**src/rtl/interp2_fir_pkg.sv**
```systemverilog
// Shared constants, sequencer states and the polyphase tap-pair table for the
// interpolate-by-2 FIR.
package interp_pkg;

  localparam int DATA_W  = 18;
  localparam int COEF_W  = 16;
  localparam int PROD_W  = 36;
  localparam int ACC_W   = 40;
  localparam int OUT_LSB = 16;

  localparam logic [DATA_W-1:0] SAT_POS = 18'h1FFFF;
  localparam logic [DATA_W-1:0] SAT_NEG = 18'h20001;

  typedef enum logic [1:0] {
    ST_IDLE,
    ST_MAC_EVEN,
    ST_MAC_ODD,
    ST_DUMP_ODD
  } state_t;

  typedef struct packed {
    logic [2:0] tap_a;
    logic [2:0] tap_b;
    logic       single;
    logic [2:0] coef;
  } tap_sel_t;

  // Even phase pairs x(i) with x(7-i) on c(2i); odd phase pairs x(i) with
  // x(6-i) on c(2i+1), where the centre tap x3 stands alone.
  function automatic tap_sel_t tap_select(input logic odd, input logic [1:0] idx);
    tap_sel_t s;
    s.tap_a  = {1'b0, idx};
    s.tap_b  = odd ? 3'd6 - {1'b0, idx} : 3'd7 - {1'b0, idx};
    s.single = odd && (idx == 2'd3);
    s.coef   = {idx, odd};
    return s;
  endfunction

endpackage

```
**src/rtl/interp2_fir_if.sv**
```systemverilog
// Sample stream between the producer and the interpolator: input strobe and
// sample in, filtered sample, its strobe and the sticky overrun flag out.
interface interp2_fir_if;
  import interp_pkg::*;

  logic                     syncIn;
  logic signed [DATA_W-1:0] in;
  logic signed [DATA_W-1:0] out;
  logic                     syncOut;
  logic                     overrun;

  modport master (output syncIn, in, input out, syncOut, overrun);
  modport slave  (input syncIn, in, output out, syncOut, overrun);

endinterface

```
**src/rtl/interp2_fir_mpy.sv**
```systemverilog
// Registered 18x18 signed multiplier with clock enable, one clock of latency.
module mpy18x18WithCe
  import interp_pkg::*;
(
  input  logic                     clk,
  input  logic                     ce,
  input  logic signed [DATA_W-1:0] a,
  input  logic signed [DATA_W-1:0] b,
  output logic signed [PROD_W-1:0] p
);

  always_ff @(posedge clk) begin
    if (ce) p <= PROD_W'(a) * PROD_W'(b);
  end

endmodule

```
**src/rtl/interp2_fir.sv**
```systemverilog
// Symmetric 15-tap interpolate-by-2 polyphase FIR: one accepted sample yields
// an even and an odd output, both computed on a single shared multiplier.
module interp2_fir
  import interp_pkg::*;
(
  input logic                     clk,
  input logic                     reset,
  interp2_fir_if.slave            bus,
  input logic signed [COEF_W-1:0] c0c14,
  input logic signed [COEF_W-1:0] c1c13,
  input logic signed [COEF_W-1:0] c2c12,
  input logic signed [COEF_W-1:0] c3c11,
  input logic signed [COEF_W-1:0] c4c10,
  input logic signed [COEF_W-1:0] c5c9,
  input logic signed [COEF_W-1:0] c6c8,
  input logic signed [COEF_W-1:0] c7
);

  state_t                   state, state_nxt;
  logic [1:0]               cnt;
  logic                     issue, odd, accept, drop;
  logic                     vld_p1, first_p1, last_p1;
  logic signed [DATA_W-1:0] x [8];
  logic signed [COEF_W-1:0] coef [8];
  tap_sel_t                 sel;
  logic signed [DATA_W-1:0] partner_p0;
  logic signed [DATA_W:0]   pre_sum_p0;
  logic signed [DATA_W-1:0] mul_a_p0, mul_b_p0;
  logic signed [PROD_W-1:0] prod_p1;
  logic signed [ACC_W-1:0]  acc, prod_ext_p1, acc_sum_p1;
  logic [DATA_W-1:0]        out_q;
  logic                     sync_q, ovr_q;

  function automatic logic [DATA_W-1:0] saturate(input logic signed [ACC_W-1:0] v);
    logic [ACC_W-OUT_LSB-DATA_W:0] head;
    head = v[ACC_W-1:OUT_LSB+DATA_W-1];
    if (head == '0 || head == '1) return DATA_W'(v >>> OUT_LSB);
    return v[ACC_W-1] ? SAT_NEG : SAT_POS;
  endfunction

  always_comb begin
    coef[0] = c0c14;
    coef[1] = c1c13;
    coef[2] = c2c12;
    coef[3] = c3c11;
    coef[4] = c4c10;
    coef[5] = c5c9;
    coef[6] = c6c8;
    coef[7] = c7;
  end

  always_ff @(posedge clk or posedge reset) begin
    if (reset) state <= ST_IDLE;
    else       state <= state_nxt;
  end

  // The even-phase dump overlaps the first odd-phase issue, so the pair of
  // outputs needs only one drain cycle after the last odd issue.
  always_comb begin
    state_nxt = state;
    case (state)
      ST_IDLE:     if (bus.syncIn) state_nxt = ST_MAC_EVEN;
      ST_MAC_EVEN: if (cnt == 2'd3) state_nxt = ST_MAC_ODD;
      ST_MAC_ODD:  if (cnt == 2'd3) state_nxt = ST_DUMP_ODD;
      ST_DUMP_ODD: state_nxt = ST_IDLE;
      default:     state_nxt = ST_IDLE;
    endcase
  end

  always_comb begin
    issue  = (state == ST_MAC_EVEN) || (state == ST_MAC_ODD);
    odd    = (state == ST_MAC_ODD);
    accept = (state == ST_IDLE) && bus.syncIn;
    drop   = (state != ST_IDLE) && bus.syncIn;
  end

  always_ff @(posedge clk or posedge reset) begin
    if (reset)      cnt <= 2'd0;
    else if (issue) cnt <= cnt + 2'd1;
    else            cnt <= 2'd0;
  end

  always_ff @(posedge clk or posedge reset) begin
    if (reset) begin
      for (int i = 0; i < 8; i++) x[i] <= '0;
    end else if (accept) begin
      x[0] <= bus.in;
      for (int k = 1; k < 8; k++) x[k] <= x[k-1];
    end
  end

  // Stage p0: tap-pair select, pre-add and operand formatting
  always_comb begin
    sel        = tap_select(odd, cnt);
    partner_p0 = sel.single ? '0 : x[sel.tap_b];
    pre_sum_p0 = (DATA_W+1)'(x[sel.tap_a]) + (DATA_W+1)'(partner_p0);
    mul_a_p0   = DATA_W'(pre_sum_p0 >>> 1);
    mul_b_p0   = {coef[sel.coef], 2'b00};
  end

  mpy18x18WithCe u_mpy (
    .clk (clk),
    .ce  (1'b1),
    .a   (mul_a_p0),
    .b   (mul_b_p0),
    .p   (prod_p1)
  );

  // Stage p1: product available; accumulate, and on the last tap of a phase
  // register the saturated result together with its strobe
  always_ff @(posedge clk or posedge reset) begin
    if (reset) begin
      vld_p1   <= 1'b0;
      first_p1 <= 1'b0;
      last_p1  <= 1'b0;
    end else begin
      vld_p1   <= issue;
      first_p1 <= (cnt == 2'd0);
      last_p1  <= (cnt == 2'd3);
    end
  end

  always_comb begin
    prod_ext_p1 = ACC_W'(prod_p1);
    acc_sum_p1  = first_p1 ? prod_ext_p1 : acc + prod_ext_p1;
  end

  always_ff @(posedge clk or posedge reset) begin
    if (reset) begin
      acc    <= '0;
      out_q  <= '0;
      sync_q <= 1'b0;
      ovr_q  <= 1'b0;
    end else begin
      sync_q <= vld_p1 && last_p1;
      if (vld_p1) acc <= acc_sum_p1;
      if (vld_p1 && last_p1) out_q <= saturate(acc_sum_p1);
      if (drop) ovr_q <= 1'b1;
    end
  end

  assign bus.out     = out_q;
  assign bus.syncOut = sync_q;
  assign bus.overrun = ovr_q;

endmodule

```
**src/flat_wrapper.sv**
```systemverilog
// flat-port wrapper written by rule: the top's interface ports become plain ports
module interp2_fir_flat import interp_pkg::*;
  (clk, reset, c0c14, c1c13, c2c12, c3c11, c4c10, c5c9, c6c8, c7, bus_syncIn, bus_in, bus_out, bus_syncOut, bus_overrun);
  interp2_fir_if bus_i ();
  input logic clk;
  input logic reset;
  input logic signed [COEF_W-1:0] c0c14;
  input logic signed [COEF_W-1:0] c1c13;
  input logic signed [COEF_W-1:0] c2c12;
  input logic signed [COEF_W-1:0] c3c11;
  input logic signed [COEF_W-1:0] c4c10;
  input logic signed [COEF_W-1:0] c5c9;
  input logic signed [COEF_W-1:0] c6c8;
  input logic signed [COEF_W-1:0] c7;
  input wire logic [$bits(bus_i.syncIn)-1:0] bus_syncIn;
  input wire logic [$bits(bus_i.in)-1:0] bus_in;
  output wire logic [$bits(bus_i.out)-1:0] bus_out;
  output wire logic [$bits(bus_i.syncOut)-1:0] bus_syncOut;
  output wire logic [$bits(bus_i.overrun)-1:0] bus_overrun;
  assign bus_i.syncIn = bus_syncIn;
  assign bus_i.in = bus_in;
  assign bus_out = bus_i.out;
  assign bus_syncOut = bus_i.syncOut;
  assign bus_overrun = bus_i.overrun;
  interp2_fir u_core (.clk(clk), .reset(reset), .bus(bus_i), .c0c14(c0c14), .c1c13(c1c13), .c2c12(c2c12), .c3c11(c3c11), .c4c10(c4c10), .c5c9(c5c9), .c6c8(c6c8), .c7(c7));
endmodule
```
**config.mk**
```make
export PLATFORM = sky130hd
export DESIGN_NAME = interp2_fir_flat
export DESIGN_NICKNAME = d
export VERILOG_FILES = /design/src/rtl/interp2_fir_pkg.sv /design/src/rtl/interp2_fir_if.sv /design/src/rtl/interp2_fir_mpy.sv /design/src/rtl/interp2_fir.sv /design/src/flat_wrapper.sv
export SDC_FILE = /design/constraint.sdc
export NUM_CORES = 1
export LEC_CHECK = 0
export ABC_AREA = 0
export BUFFER_PORTS_ARGS = -buffer_cell sky130_fd_sc_hd__buf_2
export CORE_MARGIN = 3
export CORE_UTILIZATION = 68
export DETAILED_ROUTE_END_ITERATION = 10
export GPL_TIMING_DRIVEN = 1
export PLACE_DENSITY = 0.94
export SLEW_MARGIN = 20
export SYNTH_ARGS = -nofsm -noshare
export SYNTH_HDL_FRONTEND = slang
export SYNTH_HIERARCHICAL = 1
export SYNTH_SLANG_ARGS = --single-unit
```
**constraint.sdc**
```tcl
create_clock -name clk -period 29.8 [get_ports clk]
set_input_delay 2.98 -clock clk [delete_from_list [all_inputs] [get_ports clk]]
set_output_delay 2.98 -clock clk [all_outputs]
set_load 0.02 [all_outputs]
```
==> metrics.txt, run 1 <==
# TYPE chip_impl_metric gauge
chip_impl_metric{name="final_core_utilization",unit="%"} 75.7
chip_impl_metric{name="area.growth.synth_to_final",unit="%"} 9.43
chip_impl_metric{name="netlist_instances",unit=""} 2594
chip_impl_metric{name="number_of_max_slew_violations_in_the_final_report",unit=""} 0
chip_impl_metric{name="synth.ff_latch_count",unit=""} 247
chip_impl_metric{name="cts.path.max_buffers",unit=""} 3
chip_impl_info{name="crit_path_end_kind",value="flip-flop"} 1
chip_impl_metric{name="fp-row-count",unit=""} 72
chip_impl_metric{name="instances_no_fill",unit=""} 3293
chip_impl_metric{name="multi_input_area",unit="mm2"} 0.0189
chip_impl_metric{name="asyncSetResetFlopFracSynth",unit="%"} 85.4
chip_impl_info{name="ys_top_cells_by_count",value="sky130_fd_sc_hd__inv_1 (395), sky130_fd_sc_hd__fa_1 (331), sky130_fd_sc_hd__nand2_1 (283), sky130_fd_sc_hd__dfrtp_1 (211), sky130_fd_sc_hd__and2_1 (169)"} 1
chip_impl_metric{name="path_max_fanout",unit=""} 38
chip_impl_metric{name="die-width",unit="um"} 205
chip_impl_metric{name="tritoncts_num_sinks",unit=""} 247
chip_impl_metric{name="detail_route.wirelength",unit="mm"} 74.5
chip_impl_metric{name="ant_nets",unit=""} 0
chip_impl_info{name="cts_tree",value="yes"} 1
chip_impl_info{name="synth_area_leaders",value="sky130_fd_sc_hd__fa_1 (25%), sky130_fd_sc_hd__dfrtp_1 (20%), sky130_fd_sc_hd__ha_1 (7.2%)"} 1
chip_impl_metric{name="gp_congestion",unit=""} 0.945
chip_impl_metric{name="num-nets-final",unit=""} 3387
chip_impl_metric{name="pre_cts_ws",unit="ns"} 17.43
chip_impl_metric{name="grt_pass1_vias",unit=""} 23700
chip_impl_info{name="yosys.cell_count.top_type",value="sky130_fd_sc_hd__inv_1"} 1
chip_impl_metric{name="detail_route.drc_violations",unit=""} 0
chip_impl_info{name="setup_repair_after_global_routing_missed_its_margin",value="false"} 1
chip_impl_metric{name="dp.cells",unit=""} 3240
chip_impl_info{name="postSynth.topFlopCell",value="sky130_fd_sc_hd__dfrtp_1"} 1
chip_impl_info{name="path_class",value="reg -> reg"} 1
chip_impl_info{name="setup.worst_path.start_class",value="flip-flop"} 1
chip_impl_metric{name="fin_tns_setup",unit="ns"} 0
chip_impl_metric{name="clk_pin_slew_worst_paths",unit="ns"} 0.07
chip_impl_info{name="crit_top_cell",value="sky130_fd_sc_hd__fa_1"} 1
chip_impl_metric{name="global_route_wire_length_before_repair",unit="mm"} 119
chip_impl_metric{name="remaining_global_route_overflow",unit=""} 0
chip_impl_metric{name="grtUsageTotal",unit="%"} 36.3
chip_impl_metric{name="cts_hold_repair.buffers",unit=""} 0
chip_impl_metric{name="starting_density_of_the_core",unit="%"} 69.2
chip_impl_info{name="cp_slowest_cell",value="sky130_fd_sc_hd__xnor2_2"} 1
chip_impl_metric{name="max_h_tree_level",unit=""} 1
chip_impl_metric{name="route.detailed.vias_per_inst",unit=""} 6.40
chip_impl_metric{name="post_route_cells_drive_above_1_share",unit="%"} 19.1
chip_impl_metric{name="timing.clock.skew",unit="ns"} 0.0682
chip_impl_metric{name="ys_types",unit=""} 89
chip_impl_metric{name="avgRoutedWirePerCell",unit="um"} 22.6
chip_impl_metric{name="synth.top_cell.area_share",unit="%"} 24.6
chip_impl_metric{name="post-dp-hpwl",unit="mm"} 51.8
chip_impl_metric{name="fillCellCount",unit=""} 2299
chip_impl_metric{name="synth.cell_area",unit="mm2"} 0.0269
chip_impl_metric{name="register_area",unit="mm2"} 0.00636
chip_impl_metric{name="chipHeight",unit="um"} 205
chip_impl_metric{name="ioPinCount",unit=""} 169
chip_impl_metric{name="postSynthAreaPerCell",unit="um2"} 10.4
chip_impl_metric{name="pin_count_of_the_biggest_net_entering_global_routing",unit=""} 110
chip_impl_metric{name="vias",unit=""} 21100
chip_impl_metric{name="hold_viol_final",unit=""} 0
chip_impl_metric{name="portBuffers",unit=""} 168
chip_impl_metric{name="max_cap_violations",unit=""} 0
chip_impl_info{name="outcome",value="completed"} 1
chip_impl_metric{name="synth_edf_count",unit=""} 36
chip_impl_metric{name="post_cts.repair.setup_buffers",unit=""} 0
chip_impl_info{name="cts.root.buffer_cell",value="sky130_fd_sc_hd__clkbuf_16"} 1
chip_impl_metric{name="layout_worst_path_cycle_share",unit="%"} 43.7
chip_impl_metric{name="cp.required",unit="ns"} 30.09
chip_impl_metric{name="number_of_buffers_added_by_the_clock_tree_synthesis_step",unit=""} 28
chip_impl_metric{name="finalSetupViolations",unit=""} 0
chip_impl_metric{name="die-area",unit="mm2"} 0.0420
chip_impl_metric{name="synth-warning-count",unit=""} 6
chip_impl_metric{name="finalCriticalPeriod",unit="ns"} 13.03
chip_impl_info{name="hold_path.class",value="reg -> reg"} 1
chip_impl_metric{name="core-area",unit="mm2"} 0.0389
chip_impl_metric{name="synth_seq_area_share",unit="%"} 23.6
chip_impl_metric{name="worst_pin_slew",unit="ns"} 1.12
chip_impl_metric{name="post-route-worst-setup-slack",unit="ns"} 16.77
chip_impl_metric{name="drt-pass1-iter-count",unit=""} 8
chip_impl_metric{name="clock.fmax",unit="MHz"} 76.8
chip_impl_metric{name="slowest_delay",unit="ns"} 0.67
chip_impl_metric{name="initial_antenna_violation_count",unit=""} 4
chip_impl_metric{name="worst_ep_arrival_time",unit="ns"} 13.31
chip_impl_metric{name="drtIter0Drc",unit=""} 2119
chip_impl_metric{name="clk-insertion-delay-late",unit="ns"} 0.60
chip_impl_metric{name="postCtsResizedCells",unit=""} 0
chip_impl_metric{name="maxSlewHeadroom",unit="%"} 25.3
chip_impl_info{name="netlist.top_cell.by_area",value="sky130_fd_sc_hd__fa_1"} 1
[through the flow]
stage,hold slack [ns],cell area [um2]
after floorplan,0.457,27100
after global routing,0.504,29500
after global placement,0.437,28400
final,0.465,29500
after CTS,0.467,29400
after detailed placement,0.447,28400
[layout make-up]
type | count | area share [%]
multi-input combinational | 1886 | 64.2
timing repair buffer | 191 | 3.44
clock buffer | 36 | 2.83
inverter | 398 | 5.10
antenna | 1 | 0.00850
clock inverter | 16 | 0.646
tap | 518 | 2.20
sequential | 247 | 21.6
[critical path: cells and delay by family (launching register included)]
kind	cells	cell delay, ns
flops	1	0.36
mux	2	0.79
xor+xnor	2	0.82
simple gates	8	1.46
buf+inv	6	1.69
compound gates	12	3.09
fa+ha+maj	9	4.44
[final timing paths]
kind,startpoint,cells after the start,slack (ns),to
min reg2reg,u_core/bus.overrun,1,0.46,u_core/bus.overrun
max in group asynchronous,reset,3,25.86,u_core/acc[15]
min in group asynchronous,reset,2,2.54,u_core/x[92]
max,u_core/cnt[1],39,16.77,u_core/u_mpy/p[32]
min,u_core/bus.overrun,1,0.46,u_core/bus.overrun
max reg2reg,u_core/cnt[1],39,16.77,u_core/u_mpy/p[32]
[placed cells by master, fill, tap and decap left out, drive strengths merged, types with 4 or more instances in the layout]
| cell | instances |
|---|---|
| a211oi | 12 |
| a21o | 34 |
| a21oi | 129 |
| a31oi | 15 |
| and2 | 170 |
| and3 | 8 |
| and4 | 6 |
| buf | 191 |
| clkbuf | 36 |
| clkinv | 7 |
| conb | 54 |
| dfrtp | 211 |
| edfxtp | 36 |
| fa | 331 |
| ha | 155 |
| inv | 402 |
| mux2 | 148 |
| mux2i | 15 |
| mux4 | 85 |
| nand2 | 284 |
| nand2b | 18 |
| nand3 | 23 |
| nand4 | 15 |
| nor2 | 120 |
| nor2b | 22 |
| nor3 | 12 |
| o2111ai | 4 |
| o21a | 10 |
| o21ai | 54 |
| o21bai | 7 |
| o221ai | 4 |
| o22ai | 6 |
| o2bb2ai | 12 |
| o31a | 5 |
| o31ai | 4 |
| or2 | 4 |
| xnor2 | 56 |
| xor2 | 23 |
[routing by layer]
layer  GRT usage, %  part of all wire [%]  vias to the layer above
met2           62.4                    49                     1481
met1           40.6                    33                    10300
li1               -                     -                     8796
met5              0                 0.036                        -
met4           23.9                   8.0                        4
met3           8.33                   9.7                      533
[state kept, by name, indices dropped and copies added, names as in the netlist]
| name | count |
|---|---|
| u_core/u_mpy/p | 36 |
| u_core/cnt | 2 |
| u_core/state | 2 |
| u_core/bus.syncOut | 1 |
| u_core/acc | 40 |
| u_core/x | 144 |
| u_core/bus.out | 18 |
| u_core/vld_p1 | 1 |
| u_core/bus.overrun | 1 |
| u_core/first_p1 | 1 |
| u_core/last_p1 | 1 |
[logic make-up (layout without fill, tap and decap cells)]
| kind of cell | Yosys count | count (layout) | share of synthesized area, % |
|---|---|---|---|
| fa+ha+maj | 486 | 486 | 31.8 |
| simple gates | 690 | 690 | 12.3 |
| mux | 248 | 248 | 13.9 |
| flops | 247 | 247 | 23.6 |
| compound gates | 329 | 329 | 8.38 |
| other cells | 2 | 55 | 0.0279 |
| buf+inv | 513 | 641 | 7.28 |
| xor+xnor | 79 | 79 | 2.67 |
Power of run 1 is not shown: default switching activity piles up to over one toggle a cycle in this logic, so the estimate is an artifact.
==> run 2, diff against run 1 <==
- CORE_UTILIZATION: 68 -> 64
- PLACE_DENSITY: 0.94 -> 0.89
- clock period: 29.8 -> 13.1 ns (I/O delays scaled with it)
==> metrics.txt, run 2 (synthesis gave the netlist of run 1 again) <==
# TYPE chip_impl_metric gauge
chip_impl_info{name="outcome",value="completed"} 1
chip_impl_info{name="hold_path.class",value="reg -> reg"} 1
chip_impl_metric{name="fp-row-count",unit=""} 74
chip_impl_metric{name="timing.clock.skew",unit="ns"} 0.0478
chip_impl_metric{name="detail_route.wirelength",unit="mm"} 66.9
chip_impl_metric{name="num-nets-final",unit=""} 3391
chip_impl_info{name="critPathTopFamily",value="adder cells"} 1
chip_impl_metric{name="post-dp-hpwl",unit="mm"} 49.5
chip_impl_info{name="cts_tree",value="yes"} 1
chip_impl_info{name="largest_registers",value="u_core/x x144, u_core/acc x40, u_core/u_mpy/p x36"} 1
chip_impl_metric{name="clock.fmax",unit="MHz"} 83.6
chip_impl_metric{name="count_of_inserted_antenna_diode_cells",unit=""} 0
chip_impl_metric{name="chipHeight",unit="um"} 211
chip_impl_metric{name="vias",unit=""} 20200
chip_impl_metric{name="post_cts.repair.setup_buffers",unit=""} 0
chip_impl_metric{name="final_core_utilization",unit="%"} 71.6
chip_impl_metric{name="max_cap_violations",unit=""} 0
chip_impl_metric{name="clk-insertion-delay-late",unit="ns"} 0.59
chip_impl_metric{name="core-area",unit="mm2"} 0.0412
chip_impl_metric{name="post_route_cells_drive_above_1_share",unit="%"} 19.0
chip_impl_metric{name="global_route_wire_length_before_repair",unit="mm"} 111
chip_impl_metric{name="worst_ep_arrival_time",unit="ns"} 12.25
chip_impl_info{name="largest-register",value="u_core/x"} 1
chip_impl_metric{name="drt-pass1-iter-count",unit=""} 9
chip_impl_info{name="cts.root.buffer_cell",value="sky130_fd_sc_hd__clkbuf_16"} 1
chip_impl_metric{name="cts.path.max_buffers",unit=""} 3
chip_impl_info{name="crit_path_end_kind",value="flip-flop"} 1
chip_impl_metric{name="maxSlewHeadroom",unit="%"} 26.8
chip_impl_info{name="cp_slowest_cell",value="sky130_fd_sc_hd__mux2i_4"} 1
chip_impl_metric{name="number_of_buffers_added_by_the_clock_tree_synthesis_step",unit=""} 28
chip_impl_metric{name="max_h_tree_level",unit=""} 1
chip_impl_metric{name="slowest_delay",unit="ns"} 0.62
chip_impl_metric{name="route.detailed.vias_per_inst",unit=""} 6.11
chip_impl_info{name="setup.worst_path.start_class",value="flip-flop"} 1
chip_impl_metric{name="pin_count_of_the_biggest_net_entering_global_routing",unit=""} 132
chip_impl_metric{name="post-route-worst-setup-slack",unit="ns"} 1.14
chip_impl_info{name="layout_common_cells",value="sky130_fd_sc_hd__inv_1 (394), sky130_fd_sc_hd__fa_1 (331), sky130_fd_sc_hd__nand2_1 (282), sky130_fd_sc_hd__dfrtp_1 (209), sky130_fd_sc_hd__and2_1 (169)"} 1
chip_impl_metric{name="detail_route.drc_violations",unit=""} 0
chip_impl_info{name="path_class",value="reg -> reg"} 1
chip_impl_metric{name="clk_pin_slew_worst_paths",unit="ns"} 0.06
chip_impl_metric{name="grtUsageTotal",unit="%"} 31.1
chip_impl_metric{name="path_max_fanout",unit=""} 39
chip_impl_metric{name="critical_path_buf_inv_count",unit=""} 8
chip_impl_metric{name="layout_worst_path_cycle_share",unit="%"} 91.3
chip_impl_metric{name="hold_viol_final",unit=""} 0
chip_impl_metric{name="grt_pass1_vias",unit=""} 22400
chip_impl_metric{name="ioPinCount",unit=""} 169
chip_impl_metric{name="finalCriticalPeriod",unit="ns"} 11.96
chip_impl_metric{name="die-width",unit="um"} 211
chip_impl_metric{name="die-area",unit="mm2"} 0.0446
chip_impl_metric{name="initial_antenna_violation_count",unit=""} 0
chip_impl_metric{name="largest_reg_flops",unit=""} 144
chip_impl_metric{name="cp.required",unit="ns"} 13.38
chip_impl_metric{name="worst_pin_slew",unit="ns"} 1.10
chip_impl_info{name="final_common_cell",value="sky130_fd_sc_hd__inv_1"} 1
chip_impl_info{name="crit_top_cell",value="sky130_fd_sc_hd__inv_1"} 1
chip_impl_metric{name="fin_tns_setup",unit="ns"} 0
chip_impl_metric{name="drtIter0Drc",unit=""} 1925
chip_impl_metric{name="avgRoutedWirePerCell",unit="um"} 20.2
chip_impl_metric{name="number_of_max_slew_violations_in_the_final_report",unit=""} 0
chip_impl_metric{name="remaining_global_route_overflow",unit=""} 0
chip_impl_metric{name="finalSetupViolations",unit=""} 0
chip_impl_metric{name="portBuffers",unit=""} 168
chip_impl_metric{name="area.growth.synth_to_final",unit="%"} 9.66
chip_impl_metric{name="pre_cts_ws",unit="ns"} 0.999
chip_impl_metric{name="gp_congestion",unit=""} 0.926
chip_impl_metric{name="tritoncts_num_sinks",unit=""} 247
chip_impl_metric{name="ant_nets",unit=""} 0
chip_impl_info{name="setup_repair_after_global_routing_missed_its_margin",value="false"} 1
chip_impl_metric{name="starting_density_of_the_core",unit="%"} 65.3
[run 2: changes by cell type in the layout (fill, tap and decap cells not counted), sizes merged]
cell / before / now
bufinv: 2 / 4
mux2i: 15 / 16
clkinvlp: 3 / 1
inv: 402 / 400
clkbuf: 36 / 39
diode: 1 / 0
buf: 191 / 194
clkinv: 7 / 5
[run 2: what timing repair did]
action                     in CTS  in global routing
hold buffers                    0                  0
gates resized for setup         0                  0
setup endpoints to repair       0                  1
[run 2: metal layers]
layer	up-vias	routed length, um	global-route usage, %
met2	1059	33800	54.9
met5	-	0	0
li1	8798	-	-
met3	271	5090	4.68
met1	10100	24800	38.2
met4	0	3250	14.1
[run 2: worst reg2reg max path, delay by kind of cell, from the launching register on]
family          cells  cell delay (ns)
buf+inv             8             1.49
fa+ha+maj           9             3.98
flops               1             0.39
simple gates        7             1.49
xor+xnor            1             0.08
compound gates     11             2.96
mux                 2             1.27
[run 2: through the flow]
step | std cells | hold WS, ns | instance area [um2]
floorplan | 2646 | 0.457 | 27100
global placement | 3256 | 0.436 | 28400
detailed placement | 3256 | 0.451 | 28400
CTS | 3307 | 0.465 | 29500
global route | 3309 | 0.479 | 29500
finish | 3309 | 0.463 | 29500
[run 2: worst paths after layout]
| check | startpoint | to | slack, ns | cells after the start |
|---|---|---|---|---|
| max in group asynchronous | reset | u_core/x[7] | 10.59 | 3 |
| worst max register to register | u_core/state[0] | u_core/u_mpy/p[35] | 1.14 | 38 |
| worst min register to register | u_core/bus.overrun | u_core/bus.overrun | 0.46 | 1 |
| worst min-delay path | u_core/bus.overrun | u_core/bus.overrun | 0.46 | 1 |
| min in group asynchronous | reset | u_core/acc[1] | 0.93 | 2 |
| worst max-delay path | u_core/state[0] | u_core/u_mpy/p[35] | 1.14 | 38 |
[run 2: cell type report]
cell class | instances | area, um2
clock buffers | 39 | 866
clock inverters | 12 | 200
fillers | 2768 | 11700
inverters | 398 | 1500
multi-input cells | 1887 | 18900
flip-flops and latches | 247 | 6360
well taps | 532 | 666
repair buffers | 194 | 1060
Power of run 2 is left out for the same reason.
